### config.mk
export PLATFORM = sky130hd
export DESIGN_NAME = bellman_relax
export DESIGN_NICKNAME = d
export VERILOG_FILES = /design/src/rtl/bellman_relax.sv
export SDC_FILE = /design/constraint.sdc
export NUM_CORES = 1
export LEC_CHECK = 0
export BUFFER_PORTS_ARGS = -buffer_cell sky130_fd_sc_hd__buf_2
export CORE_ASPECT_RATIO = 0.9
export CORE_MARGIN = 5
export CORE_UTILIZATION = 38
export DETAILED_ROUTE_END_ITERATION = 16
export HOLD_SLACK_MARGIN = 0.08
export PLACE_DENSITY = 0.66
export SYNTH_ARGS = -nofsm -noshare
export SYNTH_HDL_FRONTEND = slang
export SYNTH_SLANG_ARGS = --single-unit
### constraint.sdc
create_clock -name clk -period 5.34 [get_ports clk]
set_input_delay 0.267 -clock clk [delete_from_list [all_inputs] [get_ports clk]]
set_output_delay 0.267 -clock clk [all_outputs]
set_load 0.005 [all_outputs]
### src/rtl/bellman_relax.sv
// rtl/bellman_relax.sv - Bellman-Ford relaxation engine; optional early exit via RELAX_EARLY_EXIT_EN
`timescale 1ns/1ps
module bellman_relax #(
  parameter int NODES = 32,
  parameter int PW    = 5,
  parameter int WW    = 32,
  parameter int VW    = 1 + PW + WW
) (
  input  logic          clk,
  input  logic          reset_n,
  input  logic          relax_start,
  input  logic [PW-1:0] src_vert,
  output logic [PW-1:0] adjmat_row_addr,
  output logic [PW-1:0] adjmat_col_addr,
  input  logic [WW-1:0] adjmat_q,
  output logic [PW-1:0] vertmat_addr_a,
  output logic [PW-1:0] vertmat_addr_b,
  input  logic [VW-1:0] vertmat_q_a,
  input  logic [VW-1:0] vertmat_q_b,
  output logic          vertmat_we,
  output logic [PW-1:0] vertmat_wr_addr,
  output logic [VW-1:0] vertmat_d,
  output logic          relax_busy,
  output logic          relax_done,
  output logic [PW-1:0] pass_count,
  output logic [15:0]   update_count
);

  typedef enum logic [2:0] {S_IDLE, S_INIT, S_ADDR, S_CMP, S_DONE} state_t;

  localparam logic [PW-1:0] LAST      = PW'(NODES - 1);
  localparam logic [PW-1:0] PASS_LAST = PW'(NODES - 2);
  localparam logic [WW-1:0] W_INF     = {1'b0, {(WW-1){1'b1}}};
  localparam logic [WW-1:0] W_MIN     = {1'b1, {(WW-1){1'b0}}};

  state_t        state, state_nxt;
  logic [PW-1:0] src, v, i, j, pass;
  logic [15:0]   upd;
  logic          armed, dirty;

  logic                 start_ok, row_end, last_edge, relax_hit, relax;
  logic signed [WW:0]   sum_wide;
  logic signed [WW-1:0] sum, w_a, w_b;
  logic                 unused_bits;

  // armed blocks a start pulse coinciding with the first edge after reset release
  assign start_ok  = relax_start && armed;
  assign row_end   = (j == LAST);
  assign last_edge = row_end && (i == LAST);

  assign w_a      = vertmat_q_a[WW-1:0];
  assign w_b      = vertmat_q_b[WW-1:0];
  assign sum_wide = {w_a[WW-1], w_a} + {adjmat_q[WW-1], adjmat_q};

  always_comb begin
    sum = sum_wide[WW-1:0];
    if (sum_wide[WW] != sum_wide[WW-1])
      sum = sum_wide[WW] ? W_MIN : W_INF;
  end

  assign relax_hit = (adjmat_q != '0) && (i != j) && vertmat_q_a[VW-1] && (sum < w_b);
  assign relax     = (state == S_CMP) && relax_hit;

  assign unused_bits = ^{vertmat_q_a[VW-2:WW], vertmat_q_b[VW-1:WW]};

  always_ff @(posedge clk or negedge reset_n) begin
    if (!reset_n) state <= S_IDLE;
    else          state <= state_nxt;
  end

  always_comb begin
    state_nxt = state;
    unique case (state)
      S_IDLE: if (start_ok) state_nxt = S_INIT;
      S_INIT: if (v == LAST) state_nxt = S_ADDR;
      S_ADDR: state_nxt = S_CMP;
      S_CMP: begin
        state_nxt = S_ADDR;
        if (last_edge) begin
          if (pass == PASS_LAST) state_nxt = S_DONE;
`ifdef RELAX_EARLY_EXIT_EN
          else if (!(dirty || relax)) state_nxt = S_DONE;
`endif
        end
      end
      S_DONE: if (start_ok) state_nxt = S_INIT;
      default: state_nxt = S_IDLE;
    endcase
  end

  always_ff @(posedge clk or negedge reset_n) begin
    if (!reset_n) begin
      armed <= 1'b0;
      src   <= '0;
      v     <= '0;
      i     <= '0;
      j     <= '0;
      pass  <= '0;
      upd   <= '0;
      dirty <= 1'b0;
    end else begin
      armed <= 1'b1;
      unique case (state)
        S_IDLE, S_DONE: begin
          if (start_ok) begin
            src   <= src_vert;
            v     <= '0;
            i     <= '0;
            j     <= '0;
            pass  <= '0;
            upd   <= '0;
            dirty <= 1'b0;
          end
        end
        S_INIT: v <= v + 1'b1;
        S_CMP: begin
          if (relax) begin
            dirty <= 1'b1;
            if (upd != 16'hFFFF) upd <= upd + 16'd1;
          end
          j <= row_end ? '0 : j + 1'b1;
          if (row_end) i <= (i == LAST) ? '0 : i + 1'b1;
          if (last_edge) begin
            pass  <= pass + 1'b1;
            dirty <= 1'b0;
          end
        end
        default: ;
      endcase
    end
  end

  assign adjmat_row_addr = i;
  assign adjmat_col_addr = j;
  assign vertmat_addr_a  = i;
  assign vertmat_addr_b  = j;
  assign pass_count      = pass;
  assign update_count    = upd;

  // write strobe is combinational so an async reset drops it immediately
  always_comb begin
    vertmat_we      = 1'b0;
    vertmat_wr_addr = '0;
    vertmat_d       = '0;
    relax_busy      = 1'b0;
    relax_done      = 1'b0;
    unique case (state)
      S_INIT: begin
        relax_busy      = 1'b1;
        vertmat_we      = 1'b1;
        vertmat_wr_addr = v;
        vertmat_d       = (v == src) ? {1'b1, src, {WW{1'b0}}} : {1'b0, v, W_INF};
      end
      S_ADDR: relax_busy = 1'b1;
      S_CMP: begin
        relax_busy = 1'b1;
        if (relax_hit) begin
          vertmat_we      = 1'b1;
          vertmat_wr_addr = j;
          vertmat_d       = {1'b1, i, sum};
        end
      end
      S_DONE: relax_done = 1'b1;
      default: ;
    endcase
  end

endmodule

* After elaboration in Yosys (flattened, before gate mapping)
Index checks and enable logic that the tools add are counted.
** Word-level totals
- Register bits after elaboration :: 45
- Logic and storage cells :: 81
- Output and inout bits :: 87
** Cells by class
- Equality and inequality tests :: 18
- Add/sub/neg operators :: 6
- $lt $le $gt $ge :: 1
- Reduce and logical (&&, ||, !) cells :: 19
- Multiplexer cells :: 29
** Operators with widths (number)
- two-way mux 38 bit :: 2
- case mux 38 bit (2 select lines) :: 1
- two-way mux 32 bit :: 2
- case mux 5 bit (2 select lines) :: 5
- two-way mux 16 bit :: 3
- adder 32 x 32 -> 33 bit :: 1
- < comparator 32 bit :: 1
- case mux 16 bit (2 select lines) :: 1
- nonzero test 32 bit :: 1
- two-way mux 5 bit :: 6
- adder 5 x 1 -> 5 bit (second input constant) :: 4
- == test 5 bit (second input constant) :: 4
- adder 16 x 1 -> 16 bit (second input constant) :: 1
- != test 16 bit (second input constant) :: 1
- two-way mux 3 bit :: 4
- case mux 3 bit (4 select lines) :: 1
- != test 2 bit (second input constant) :: 4
- AND reduction 2 bit :: 4
- == test 3 x 2 -> 1 bit (second input constant) :: 2
- logical AND 1 bit :: 6
- AND reduction 3 bit :: 2
- == test 5 bit :: 1
- != test 5 bit :: 1
- != test 2 x 1 -> 1 bit (second input constant) :: 2
- 10 further kinds :: 13

* Logic depth before layout (Yosys ltp)
- Depth in word-level cells :: 8
- Depth in mapped cells :: 26
- Depth with buffers taken out :: 24

* Worst setup path before layout
Ideal clock, no wire load.
- Kind :: input to output
- From :: input adjmat_q[2]
- To :: output vertmat_d[10]
- Arrival time :: 4876 ps
- Path slack :: 197 ps
- Stages :: 24
- Cells stage by stage :: ha_1 -> o211ai_1 -> o21ai_2 -> a31o_2 -> a311oi_1 -> a211o_1 -> a211oi_1 -> or2b_4 -> xor2_2 -> nand2_1 -> clkbuf_1 -> a21oi_1 -> ha_1 -> a211oi_1 -> o21ai_0 -> a221oi_1 -> nand3_1 -> nor2_1 -> and3_1 -> a221oi_4 -> xor2_2 -> buf_4 -> buf_6 -> a32o_1
** On the way
- Cells in the longest elaborated chain, start to end :: 7
- Elaborated cells between the ends (all ways) :: 11
- Those cells by class :: add/sub: 1; order compare: 1; eq/ne: 1; mux: 4; reduce/logical: 4
** RTL lines
- start: declaration :: RTL line 15 : input logic [WW-1:0] adjmat_q,
- adder 32 x 32 -> 33 bit :: RTL line 53 : assign sum_wide = {w_a[WW-1], w_a} + {adjmat_q[WW-1], adjmat_q};
- two-way mux 32 bit or != test 1 bit (tied branches) :: RTL line 58, 57
- two-way mux 32 bit :: RTL line 57 : if (sum_wide[WW] != sum_wide[WW-1])
- < comparator 32 bit :: RTL line 61 : assign relax_hit = (adjmat_q != '0) && (i != j) && vertmat_q_a[VW-1] && (sum < w_b);
- logical AND 1 bit :: RTL line 61
- two-way mux 38 bit * :: RTL line 157 : if (relax_hit) begin
- case mux 38 bit (2 select lines) * :: RTL line 147 : unique case (state)
- end: declaration :: RTL line 22 : output logic [VW-1:0] vertmat_d,
Mark *: on every way between the ends. The rest lies on a longest branch, timed or not.

* Final worst setup path
- From :: input vertmat_q_a[1]
- To :: output vertmat_d[11]
** On the way
- Cells in the longest elaborated chain, start to end :: 7
- Elaborated cells between the ends (all ways) :: 8
- Those cells by class :: add/sub: 1; order compare: 1; eq/ne: 1; mux: 4; reduce/logical: 1
** RTL lines
- start: declaration :: RTL line 18 : input logic [VW-1:0] vertmat_q_a,
- adder 32 x 32 -> 33 bit * :: RTL line 53
- two-way mux 32 bit or != test 1 bit (tied branches) :: RTL line 58, 57
- two-way mux 32 bit * :: RTL line 57
- < comparator 32 bit :: RTL line 61
- logical AND 1 bit :: RTL line 61
- two-way mux 38 bit * :: RTL line 157
- case mux 38 bit (2 select lines) * :: RTL line 147
Marks and branches as above.

==> metrics.md <==
| Metric | Value |
|---|---|
| Starting Density | `38.6%` |
| Routed via count | `6780` |
| Commonest non-fill, non-tap cells in the layout | `173 x buf_2, 130 x buf_4, 74 x nand2_1` |
| Top cells by area, synth | `dfrtp_1 20%, ha_1 16%, a21oi_1 6.9%, nand2_1 5.4%, o21ai_0 5.3%` |
| Synth Warn # | `0` |
| GRT Residual Overflow | `0` |
| Highest Clock Rate | `0.182 GHz` |
| Worst Skew | `0.0102 ns` |
| Sequential fraction of the synthesis area | `19.9%` |
| CTS tree | `built` |
| Worst-case clock buffer depth | `2` |
| Core area | `14700 um2` |
| Asr flop ratio synth | `100%` |
| # DRC | `0` |
| Layout cells sized above 1 | `43.7%` |
| Min Hold Slack | `0.155 ns` |
| Clock latency on the worst-skew pair | `0.29 ns` |
| Final slew viol count | `0` |
| Layout area overhead | `57.5%` |
| Critical Path Fanout Max | `9` |
| Hold_buf cts | `0` |
| Reg2Reg Depth | `9` |
| Final #Nets | `1237` |
| Post-Syn Instances | `738` |
| CP required | `5.07 ns` |
| IO Count | `203` |
| Routed len/inst | `17.6 um` |
| Placer Congestion | `0.924` |
| Worst slack, placed | `-0.687 ns` |
| #FFs+latches synth | `45` |
| Final period utilization | `103%` |
| Outcome | `finished with violations` |
| Total GRT Usage | `23.5%` |
| Synth Flop Type | `dfrtp_1` |
| Largest net degree at the start of global routing | `46` |
| Synth top area share | `19.9%` |
| Vias in the first global route | `6723` |
| Die Y | `126 um` |
| Syn nets | `927` |
| Clk slew on worst S/H paths | `0.06 ns` |
| Setup ws final | `-0.153 ns` |
| Syn Area/Cell | `7.68 um2` |
| Via density | `5.44` |
| Die outline area | `17500 um2` |
| EDFF count, synth | `0` |
| Post-synthesis cell type count | `68` |
| Yosys top cell by area | `dfrtp_1` |
| Clk sinks | `45` |
| CTS Buf Count | `5` |
| Number of max-cap violations | `0` |
| Critical path class | `input pin to output pin` |
| Row count | `42` |
| Drt total wl | `21900 um` |
| Power Total | `2960 uW` |
| Slew @ Worst Pin | `1.04 ns` |
| RSZ-0062 raised after global routing | `true` |
| Final Critical Period | `5.49 ns` |
| Leakage power figure | `0.00449 uW` |
| ANT nets after route | `0` |
| Initial antenna violation count | `0` |
| PwrDens | `332 nW/um2` |
| Final Core Density | `60.9%` |
| Commonest non-fill, non-tap cell in the layout | `buf_2` |
| Antenna cells | `0` |
| Worst r2r src | `state[1]` |
| Dpl hpwl | `16300 um` |
| Max-slew headroom | `30.9%` |
| I/O Buffers | `191` |
| Worst Setup Start Kind | `input pin` |
| First-pass GRT wire length | `34100 um` |
| Crit path arrival time | `5.23 ns` |
| Worst min-delay path category | `input pin to asynchronous set/reset pin` |
| Final Hold Fails | `0` |
| Pre-antenna DRT Iters | `5` |
| Die W | `139 um` |
| Final setup violating endpoints | `42` |
| R2R Path End | `update_count[7]` |
| Flop-to-flop setup slack | `2.49 ns` |
| Post-Syn Area | `5670 um2` |
| Drt initial violations | `406` |
| Failing checks | `setup timing` |
| Worst vdd ir | `148 uV` |
| CP endpoint kind | `output pin` |
| # H-tree levels | `2` |
| Clock Root Buffer | `clkbuf_16` |
## state kept, by name, summed over array words and instances, names as in the netlist
signal	flops
update_count	16
adjmat_col_addr	5
adjmat_row_addr	5
pass_count	5
src	5
v	5
state	3
armed	1
## synth_stat cells (17+ instances only)
master / instances
nand2_1: 81
a21oi_1: 78
ha_1: 72
o21ai_0: 60
inv_1: 53
nor2_1: 46
dfrtp_1: 45
nand3_1: 29
xnor2_1: 27
a32o_1: 25
a21o_1: 21
nand4_1: 17
## through the flow
| stage | cell area, um2 | std cells | setup TNS [ns] |
|---|---|---|---|
| 6_report | 8920 | 1247 | -3.02 |
| 5_1_grt | 8920 | 1247 | -13.01 |
| 4_1_cts | 8550 | 1240 | -0.0208 |
| 3_5_place_dp | 7610 | 1214 | -31.02 |
| 3_3_place_gp | 7610 | 1214 | -26.83 |
| 2_1_floorplan | 5670 | 738 | 0 |
## critical path, stage by stage
cell and delay [ns]:
buf_8 0.10, ha_4 0.24, a211oi_2 0.23, o21ai_2 0.09, a31o_4 0.25, a311oi_4 0.34
a211o_1 0.22, a211oi_2 0.09, or2b_4 0.32, xor2_4 0.24, nand2_4 0.15, buf_6 0.15
a21oi_4 0.17, ha_4 0.23, a211oi_2 0.23, o21ai_1 0.12, a221oi_2 0.29, nand3_1 0.14
nor2_2 0.15, o211a_1 0.21, a221oi_4 0.09, xor2_4 0.20, buf_12 0.16, clkbuf_16 0.16
a32o_1 0.25, buf_2 0.13
## logic make-up after synthesis
| kind of cell | share of synthesized area, % |
|---|---|
| xor+xnor | 7.22 |
| fa+ha+maj | 17.0 |
| other cells | 0.0662 |
| simple gates | 20.1 |
| compound gates | 27.7 |
| buf+inv | 7.13 |
| mux | 0.971 |
| flops | 19.9 |
## worst max-delay path by stage
stage / slack [ns] / depth (start not counted) / start / end
floorplan: 0.20 / 24 / adjmat_q[2] / vertmat_d[10]
global route: -0.36 / 26 / vertmat_q_a[1] / vertmat_d[11]
global placement: -0.67 / 25 / adjmat_q[1] / vertmat_d[7]
CTS: -0.01 / 27 / vertmat_q_a[1] / vertmat_d[1]
finish: -0.15 / 26 / vertmat_q_a[1] / vertmat_d[11]
detailed placement: -0.69 / 25 / adjmat_q[1] / vertmat_d[7]
## layout make-up
| type | instances | area [um2] |
|---|---|---|
| multi-input cells | 605 | 4880 |
| inverters | 53 | 199 |
| well taps | 198 | 248 |
| clock inverters | 1 | 30.0 |
| clock buffers | 7 | 143 |
| flip-flops and latches | 45 | 1130 |
| fillers | 1304 | 5740 |
| repair buffers | 338 | 2300 |
## layer usage
layer / up-vias / global-route usage, % / wire length, um
met3: 33 / 3.64 / 1350
met1: 3182 / 32.1 / 9890
li1: 3331 / - / -
met2: 234 / 39.0 / 10200
met4: 0 / 6.16 / 501
met5: - / 0 / 0
## power breakdown
part	leakage [uW]	internal (uW)	total (uW)	switching, uW
sequential	0.000591	433	570	137
clock	0.0000841	234	364	130
combinational	0.00382	970	2030	1060
## repair_timing
action,CTS,global route
endpoints found under the setup margin,60,60
setup buffers,19,7
gates cloned,1,2
gates resized for setup,126,57
pin swaps,43,33
Power figures use the tool's default switching activity.
